<file path="src/rtl/buffer_sequencer_if.sv">
// Column and patch handshakes between the line-buffer sequencer, the upstream column source
// and the downstream patch consumer.
interface buffer_sequencer_if #(
   parameter int BUF_HEIGHT = 8,
   parameter int BUF_WIDTH  = 34
);
   localparam int XW = $clog2(BUF_WIDTH);

   logic                  col_valid;
   logic [BUF_HEIGHT-1:0] col_data;
   logic                  col_ready;
   logic                  patch_valid;
   logic                  patch_ready;
   logic [XW-1:0]         patch_x;
   logic [7:0]            patch_y;
   logic                  patch_eol;

   modport master (
      input  col_valid, col_data, patch_ready,
      output col_ready, patch_valid, patch_x, patch_y, patch_eol
   );

   modport slave (
      output col_valid, col_data, patch_ready,
      input  col_ready, patch_valid, patch_x, patch_y, patch_eol
   );
endinterface

</file>
<file path="src/rtl/buffer_sequencer.sv">
// Sliding-window line-buffer controller: accepts columns, strobes buffer shifts and emits
// one (x, y) patch descriptor per complete kernel window, stalling while a patch is unconsumed.
module buffer_sequencer #(
   parameter int BUF_HEIGHT      = 8,
   parameter int BUF_WIDTH       = 34,
   parameter int MAX_KERNEL_SIZE = 7
) (
   input  logic                                 clk,
   input  logic                                 rst,
   input  logic                                 start,
   input  logic [$clog2(BUF_WIDTH)-1:0]         img_width,
   input  logic [$clog2(MAX_KERNEL_SIZE+1)-1:0] kernel_size,
   input  logic [7:0]                           num_bands,
   buffer_sequencer_if.master                   bus,
   output logic                                 shift_enable,
   output logic [BUF_HEIGHT-1:0]                pixel_out,
   output logic                                 done,
   output logic                                 busy,
   output logic                                 err
);
   localparam int XW = $clog2(BUF_WIDTH);
   localparam int KW = $clog2(MAX_KERNEL_SIZE+1);

   localparam logic [1:0] S_IDLE  = 2'd0;
   localparam logic [1:0] S_RUN   = 2'd1;
   localparam logic [1:0] S_DRAIN = 2'd2;
   localparam logic [1:0] S_DONE  = 2'd3;

   logic [1:0]    state;
   logic [XW-1:0] w_q;
   logic [KW-1:0] k_q;
   logic [7:0]    b_q;
   logic [XW-1:0] col_cnt;
   logic [7:0]    band_cnt;
   logic          pv_q;
   logic [XW-1:0] px_q;
   logic [7:0]    py_q;
   logic          peol_q;

   logic          cfg_bad;
   logic          accept;
   logic          stalled;
   logic [XW-1:0] wm1;
   logic [XW-1:0] km1;

   // Legality is evaluated at 32 bits so the limits cannot alias at the port widths.
   assign cfg_bad = (img_width == '0) || (kernel_size == '0) ||
                    (32'(kernel_size) > 32'(MAX_KERNEL_SIZE)) ||
                    (32'(kernel_size) > 32'(img_width)) ||
                    (32'(img_width) > 32'(BUF_WIDTH - 1)) ||
                    (num_bands == '0);

   assign wm1     = w_q - XW'(1);
   assign km1     = XW'(k_q) - XW'(1);
   assign stalled = pv_q && !bus.patch_ready;

   assign bus.col_ready   = (state == S_RUN) && !stalled;
   assign accept          = bus.col_valid && bus.col_ready;
   assign shift_enable    = accept;
   assign pixel_out       = bus.col_data;
   assign busy            = (state == S_RUN) || (state == S_DRAIN);
   assign bus.patch_valid = pv_q;
   assign bus.patch_x     = px_q;
   assign bus.patch_y     = py_q;
   assign bus.patch_eol   = peol_q;

   always_ff @(posedge clk) begin
      if (rst) begin
         state    <= S_IDLE;
         w_q      <= '0;
         k_q      <= '0;
         b_q      <= '0;
         col_cnt  <= '0;
         band_cnt <= '0;
         pv_q     <= 1'b0;
         px_q     <= '0;
         py_q     <= '0;
         peol_q   <= 1'b0;
         done     <= 1'b0;
         err      <= 1'b0;
      end else begin
         case (state)
            S_IDLE, S_DONE: begin
               if (start) begin
                  w_q      <= img_width;
                  k_q      <= kernel_size;
                  b_q      <= num_bands;
                  col_cnt  <= '0;
                  band_cnt <= '0;
                  err      <= cfg_bad;
                  done     <= cfg_bad;
                  state    <= cfg_bad ? S_DONE : S_RUN;
               end
            end
            S_RUN: begin
               if (accept) begin
                  if (col_cnt == wm1) begin
                     col_cnt  <= '0;
                     band_cnt <= band_cnt + 8'd1;
                     if (band_cnt == b_q - 8'd1) state <= S_DRAIN;
                  end else begin
                     col_cnt <= col_cnt + XW'(1);
                  end
               end
            end
            S_DRAIN: begin
               if (!pv_q || bus.patch_ready) begin
                  state <= S_DONE;
                  done  <= 1'b1;
               end
            end
            default: state <= S_IDLE;
         endcase

         // A fresh load wins over the consume of the previous patch in the same cycle.
         if (accept && (col_cnt >= km1)) begin
            pv_q   <= 1'b1;
            px_q   <= col_cnt - km1;
            py_q   <= band_cnt;
            peol_q <= (col_cnt == wm1);
         end else if (pv_q && bus.patch_ready) begin
            pv_q <= 1'b0;
         end
      end
   end
endmodule

</file>
<file path="src/flat_wrapper.sv">
// flat-port wrapper written by rule: the top's interface ports become plain ports
module buffer_sequencer_flat 
#(
   parameter int BUF_HEIGHT      = 8,
   parameter int BUF_WIDTH       = 34,
   parameter int MAX_KERNEL_SIZE = 7
)
  (clk, rst, start, img_width, kernel_size, num_bands, shift_enable, pixel_out, done, busy, err, bus_col_valid, bus_col_data, bus_patch_ready, bus_col_ready, bus_patch_valid, bus_patch_x, bus_patch_y, bus_patch_eol);
  buffer_sequencer_if #(.BUF_HEIGHT(BUF_HEIGHT), .BUF_WIDTH(BUF_WIDTH)) bus_i ();
  input  logic clk;
  input  logic rst;
  input  logic start;
  input  logic [$clog2(BUF_WIDTH)-1:0] img_width;
  input  logic [$clog2(MAX_KERNEL_SIZE+1)-1:0] kernel_size;
  input  logic [7:0] num_bands;
  output logic shift_enable;
  output logic [BUF_HEIGHT-1:0] pixel_out;
  output logic done;
  output logic busy;
  output logic err;
  input wire logic [$bits(bus_i.col_valid)-1:0] bus_col_valid;
  input wire logic [$bits(bus_i.col_data)-1:0] bus_col_data;
  input wire logic [$bits(bus_i.patch_ready)-1:0] bus_patch_ready;
  output wire logic [$bits(bus_i.col_ready)-1:0] bus_col_ready;
  output wire logic [$bits(bus_i.patch_valid)-1:0] bus_patch_valid;
  output wire logic [$bits(bus_i.patch_x)-1:0] bus_patch_x;
  output wire logic [$bits(bus_i.patch_y)-1:0] bus_patch_y;
  output wire logic [$bits(bus_i.patch_eol)-1:0] bus_patch_eol;
  assign bus_i.col_valid = bus_col_valid;
  assign bus_i.col_data = bus_col_data;
  assign bus_i.patch_ready = bus_patch_ready;
  assign bus_col_ready = bus_i.col_ready;
  assign bus_patch_valid = bus_i.patch_valid;
  assign bus_patch_x = bus_i.patch_x;
  assign bus_patch_y = bus_i.patch_y;
  assign bus_patch_eol = bus_i.patch_eol;
  buffer_sequencer #(.BUF_HEIGHT(BUF_HEIGHT), .BUF_WIDTH(BUF_WIDTH), .MAX_KERNEL_SIZE(MAX_KERNEL_SIZE)) u_core (.clk(clk), .rst(rst), .start(start), .img_width(img_width), .kernel_size(kernel_size), .num_bands(num_bands), .bus(bus_i), .shift_enable(shift_enable), .pixel_out(pixel_out), .done(done), .busy(busy), .err(err));
endmodule
</file>
<file path="config.mk">
export PLATFORM = sky130hd
export DESIGN_NAME = buffer_sequencer_flat
export DESIGN_NICKNAME = d
export VERILOG_FILES = /design/src/rtl/buffer_sequencer_if.sv /design/src/rtl/buffer_sequencer.sv /design/src/flat_wrapper.sv
export SDC_FILE = /design/constraint.sdc
export NUM_CORES = 1
export LEC_CHECK = 0
export ABC_AREA = 1
export CAP_MARGIN = 5
export CORE_MARGIN = 8
export CORE_UTILIZATION = 52
export CTS_BUF_LIST = sky130_fd_sc_hd__clkbuf_8 sky130_fd_sc_hd__clkbuf_16
export DETAILED_ROUTE_END_ITERATION = 12
export PLACE_DENSITY = 0.8
export SLEW_MARGIN = 0
export SYNTH_ARGS = -nofsm -noshare
export SYNTH_HDL_FRONTEND = slang
export SYNTH_SLANG_ARGS = --single-unit
</file>
<file path="constraint.sdc">
create_clock -name clk -period 2.42 [get_ports clk]
set_input_delay 0.363 -clock clk [delete_from_list [all_inputs] [get_ports clk]]
set_output_delay 0.363 -clock clk [all_outputs]
set_load 0.02 [all_outputs]
</file>
Word-level counts from Yosys, hierarchy flattened:

Index checks and enable logic that the tools add are counted.

* bits in registers: 51
* latch bits: 0
* bits in writable memories: 0
* bits in read-only memories: 0
* input bits: 30
* output and inout bits: 29
* word-level logic and storage cells: 78
* memories kept: 0

* add/subtract/negate cells: 6
* multipliers: 0
* div/mod/pow operators: 0
* magnitude comparators: 3
* equal/unequal tests: 10
* shift operators: 0
* mux-type cells: 20
* bitwise gates (word level): 0
* reductions and logical operators: 27

Operators with widths (count)
* $mux W8: 3
* $mux W6: 3
* $pmux W8 S2: 1
* $mux W2: 6
* $pmux W6 S2: 1
* $add A8 B1 Y8 const B: 1
* $eq A8 B8 Y1: 1
* $logic_not A8 Y1: 1
* $ne A2 B2 Y1 const B: 4
* $sub A8 B1 Y8 const B: 1
* $add A6 B1 Y6 const B: 1
* $eq A6 B6 Y1: 1
* $ge A6 B6 Y1: 1
* $gt A3 B6 Y1: 1
* $gt A6 B6 Y1 const B: 1
* $logic_not A6 Y1: 1
* $logic_or A1 B1 Y1: 6
* $pmux W2 S3: 1
* $reduce_and A3 Y1: 2
* $reduce_bool A2 Y1: 3
* $sub A6 B1 Y6 const B: 1
* $sub A6 B6 Y6: 1
* $logic_and A1 B1 Y1: 5
* $reduce_and A5 Y1: 1
* other kinds (12): 18

Depth between registers and ports, before layout:

* depth after elaboration: 8
* mapped depth: 15
* depth with buffers taken out: 15

Worst setup path before layout:

Ideal clock, no wire load.

* path type: flip-flop to flip-flop
* start point: register u_core.k_q[0]
* end point: register u_core.py_q[5] (netlist: u_core.bus.patch_y[5])
* library setup time: 0.116 ns
* data arrival time: 2.019 ns
* data required time: 2.304 ns
* setup slack: 0.285 ns
* cell stages (with the launch flop): 13
* path buffers: 1
* period minus slack after synthesis: 2.135 ns
* cells stage by stage: dfxtp_1 inv_1 ha_1 fa_1 nand3_1 nand3_1 o21ai_1 nand2_1 a21oi_2 nor2_4 buf_4 o21ai_0 nor2_1

* longest elaborated chain between the ends: 3

RTL lines
* from (decl): RTL line buffer_sequencer.sv:31 `logic [KW-1:0] k_q;`
* from (signal assigned): RTL line buffer_sequencer.sv:86 `k_q <= kernel_size;`
* $sub A3 B1 Y4: RTL line buffer_sequencer.sv:54 `assign km1 = XW'(k_q) - XW'(1);`
* $ge A6 B6 Y1: RTL line buffer_sequencer.sv:116 `if (accept && (col_cnt >= km1)) begin`
* $logic_and A1 B1 Y1: RTL line buffer_sequencer.sv:116
* to (signal assigned): RTL line buffer_sequencer.sv:119 `py_q <= band_cnt;`
* to (decl): RTL line buffer_sequencer.sv:37 `logic [7:0] py_q;`

Every way passes these cells.
A chain may end at the register's enable or synchronous reset.

Worst setup path after layout:

* start point: register u_core.k_q[0]
* end point: register u_core.px_q[1] (netlist: u_core.bus.patch_x[1])

* longest elaborated chain between the ends: 3
* elaborated cells on any way between the ends: 4
* classes of those cells: add/sub (2); order compare (1); reduce/logical (1)

RTL lines
* $sub A3 B1 Y4 (*): RTL line buffer_sequencer.sv:54
* $ge A6 B6 Y1: RTL line buffer_sequencer.sv:116
* $logic_and A1 B1 Y1: RTL line buffer_sequencer.sv:116
* to (signal assigned): RTL line buffer_sequencer.sv:118 `px_q <= col_cnt - km1;`
* to (decl): RTL line buffer_sequencer.sv:36 `logic [XW-1:0] px_q;`

Mark *: on every way between the ends. The rest lies on a longest branch, timed or not.

==> metrics <==
global route overflow=0; hold path depth=2; Mapped Nets=approximately 490; RSZ-0062 raised after global routing=false; total design power=approximately 3.7 mW; Sw Ratio=0.4452; Worst setup EP type=register; crit start category=register; crit path max fanout=13; Worst Path Buf+Inv=2; distinct cell type count after synthesis=40; Post-DP HPWL=between 5000 and 6000 µm; vias per inst=~5.2; status=finished clean; Layout area overhead=18.68%; critical path, cell by cell=inv_1 > ha_4 > fa_1 > nand3_1 > nand3_1 > o21ai_1 > nand2_1 > a21oi_4 > buf_4 > nor2_4 > o21ai_1 > nor2_1; worst slack, placed=about 0.0085 ns; vias in the first global route=around 2700; Seq/Total Area, Yosys=0.3278; ANT nets after route=0; asr flop ratio synth=0; Comb power frac=0.538; CP max stage cell=fa_1; H-tree Lvls=2; Pre-antenna DRT Iters=4; layout cell share with drive strength beyond 1=0.1153; number of max-cap violations=0; Clock Path Buffers=2; initial core utilization=0.5323; final setup TNS=0 ns; max_slew headroom=0.7734; WL final=around 7100 µm; WP data required=approximately 2.6 ns; worst hold slack=0.4815 ns; # fillers=about 540; ys flop type=dfxtp_1; initial antenna violation count=0; R2R setup slack=~0.14 ns; Setup violations, final=0; Psw=about 1.7 mW; Internal=2.075 mW; WHS Endpoint=u_core.w_q[5]; Hold Vio Cnt, Final=0; Pwr Density=1012 nW/µm²; Hold Buf Count CTS=0; Die W=93.39 µm; total vias in the final route=around 2800; drt drc=0; setup slack after layout=between 0.1 and 0.15 ns; Layout Nets=524; synthesized area=between 3000 and 4000 µm²; reg2reg start=u_core.k_q[0]; crit path DAT=2.50 ns; clk_skew=0.01192 ns; first-pass GRT wire length=about 12000 µm; Tcrit/Tclk final=0.9419; CP delay by family, top=adder cells; die area=~8700 µm²; Synthesis Warnings=0; Initial DRC Count=180; Least-Margin Pin Slew=around 0.34 ns; sequential power share=0.299; row cnt=28; Clock Sinks=51; critical path type=reg2reg; core area=approximately 5900 µm²; post-synthesis register bit count=51; largest net degree at the start of global routing=33; gr usage total=0.1684; Synth Instances=between 400 and 500; number of enable flip-flop cells after synthesis=0; clk_lat worst skew=roughly 0.31 ns; antenna cells=0; CP peak stage delay=0.42 ns; drt wl/cell=approximately 13 µm; Die Ht=93.39 µm; per-instance average area after synthesis=between 7 and 8 µm²; peak supply drop=0.0006718 V; FMAX=0.4387 GHz; hold path start=u_core.w_q[5]; Slew Limit Fails=0; IO Count=slightly below 60; number of port buffers=42; FF-to-FF path depth=12; CTS buffer count=5; leakage power=approximately 1.6 nW; RD Place Congestion=roughly 0.88; min-delay worst type=reg2reg; worst r2r dst=u_core.bus.patch_x[1]; CTS tree=done; minimum clock period=roughly 2.3 ns; clk root buf=clkbuf_8; clock share of power=0.163; Worst-path clk slew=around 0.1 ns
==> registers in the layout, summed over array words and instances, names as in the netlist <==
signal / count
u_core.w_q: 6
u_core.bus.patch_eol: 1
u_core.k_q: 3
u_core.bus.patch_y: 8
u_core.col_cnt: 6
u_core.bus.patch_x: 6
u_core.bus.patch_valid: 1
u_core.b_q: 8
u_core.band_cnt: 8
u_core.state: 2
u_core.done: 1
u_core.err: 1
==> metrics by stage <==
| step | instances | instance area, µm² | util |
|---|---|---|---|
| 2_1_floorplan | 439 | 3114 | - |
| 3_3_place_gp | 542 | 3542 | 0.6054 |
| 3_5_place_dp | 542 | 3542 | 0.6054 |
| 4_1_cts | 551 | 3664 | 0.6262 |
| 5_1_grt | 552 | 3696 | 0.6317 |
| 6_report | 552 | 3696 | 0.6317 |
==> power by group through the flow <==
| stage | registers (mW) | clock network (mW) | logic (mW) |
|---|---|---|---|
| finish | 1.12 | 0.609 | 2.01 |
| global route | 1.14 | 0.652 | 2.28 |
| CTS | 1.12 | 0.617 | 1.98 |
| detailed placement | 1.14 | 0 | 1.96 |
| global placement | 1.13 | 0 | 1.91 |
| floorplan | 1.13 | 0 | 1.59 |
==> cell usage after synthesis (4+ instances only) <==
library cell	number	share of area
a21oi_1	32	0.051
xor2_1	10	0.028
buf_4	9	0.022
nand2_1	82	0.099
o21ai_1	6	0.0096
inv_1	50	0.060
o21ai_0	29	0.047
xnor2_1	8	0.022
nand2_2	10	0.020
clkbuf_1	7	0.0084
inv_2	4	0.0048
ha_1	17	0.068
nand3_1	26	0.042
dfxtp_1	51	0.33
nor2_1	53	0.064
a21oi_2	8	0.022
==> repair_timing <==
action                     CTS  global route
resized for setup            0             4
buffers inserted             0             1
gates cloned                 1             0
setup endpoints to repair    2            16
pin swaps                    1             3
==> layout by cell type (no fill, tap or decap), types with 2 or more instances in the layout <==
cell,instances
nand2_1,82
nor2_1,53
dfxtp_1,51
inv_1,49
clkdlybuf4s50_1,42
a21oi_1,32
o21ai_0,29
nand3_1,26
ha_1,16
nand2_2,10
xor2_1,10
xnor2_1,8
a21oi_2,7
o21ai_1,6
buf_4,6
inv_2,5
clkbuf_8,5
nand3_2,3
nand4_1,3
nor3_2,3
nor3_1,3
nor2_4,2
nor2_2,2
a211oi_2,2
nand2b_1,2
nor4_1,2
==> layout make-up <==
cell class | instances | area, µm² | share of cell area
repair buffers | 48 | 465.4 | 0.1259
clock inverters | 3 | 46.29 | 0.01253
multi-input cells | 314 | 1789 | 0.4841
inverters | 56 | 211.5 | 0.05721
well taps | 75 | 93.84 | 0.02539
flip-flops and latches | 51 | 1021 | 0.2762
clock buffers | 5 | 68.82 | 0.01862
==> worst min-delay path, cell delays in order, from the launching register on <==
cell	delay, ns
dfxtp_1	0.32
inv_1	0.07
a21oi_1	0.05
==> worst max path at each step <==
| stage | startpoint | to | slack, ns | cells after the start |
|---|---|---|---|---|
| 2_1_floorplan | u_core.k_q[0] | u_core.bus.patch_y[5] | 0.28 | 12 |
| 3_3_place_gp | u_core.k_q[0] | u_core.bus.patch_y[7] | 0.13 | 13 |
| 3_5_place_dp | u_core.k_q[0] | u_core.bus.patch_x[1] | 0.009 | 13 |
| 4_1_cts | u_core.k_q[0] | u_core.bus.patch_y[4] | 0.07 | 11 |
| 5_1_grt | u_core.k_q[1] | u_core.bus.patch_y[4] | 0.001 | 13 |
| 6_report | u_core.k_q[0] | u_core.bus.patch_x[1] | 0.14 | 12 |
==> metal layers <==
metal  vias to the layer above  routed length [µm]  track usage
li1                       1484                   -            -
met2                        74                3152       0.2697
met3                         7                 333      0.03125
met1                      1283                3468       0.2187
met5                         -                   0            0
met4                         0                 108      0.06309
==> cells by family after synthesis <==
family                   after synthesis  synth area share
adder cells (fa/ha/maj)               18           0.07473
XOR/XNOR                              18           0.05062
AND/OR/NAND/NOR                      194            0.2849
flip-flops                            51            0.3278
buffers and inverters                 75            0.1077
AO/OA/AOI/OAI                         83            0.1543
Note: power is estimated with default switching activity, not from simulation.
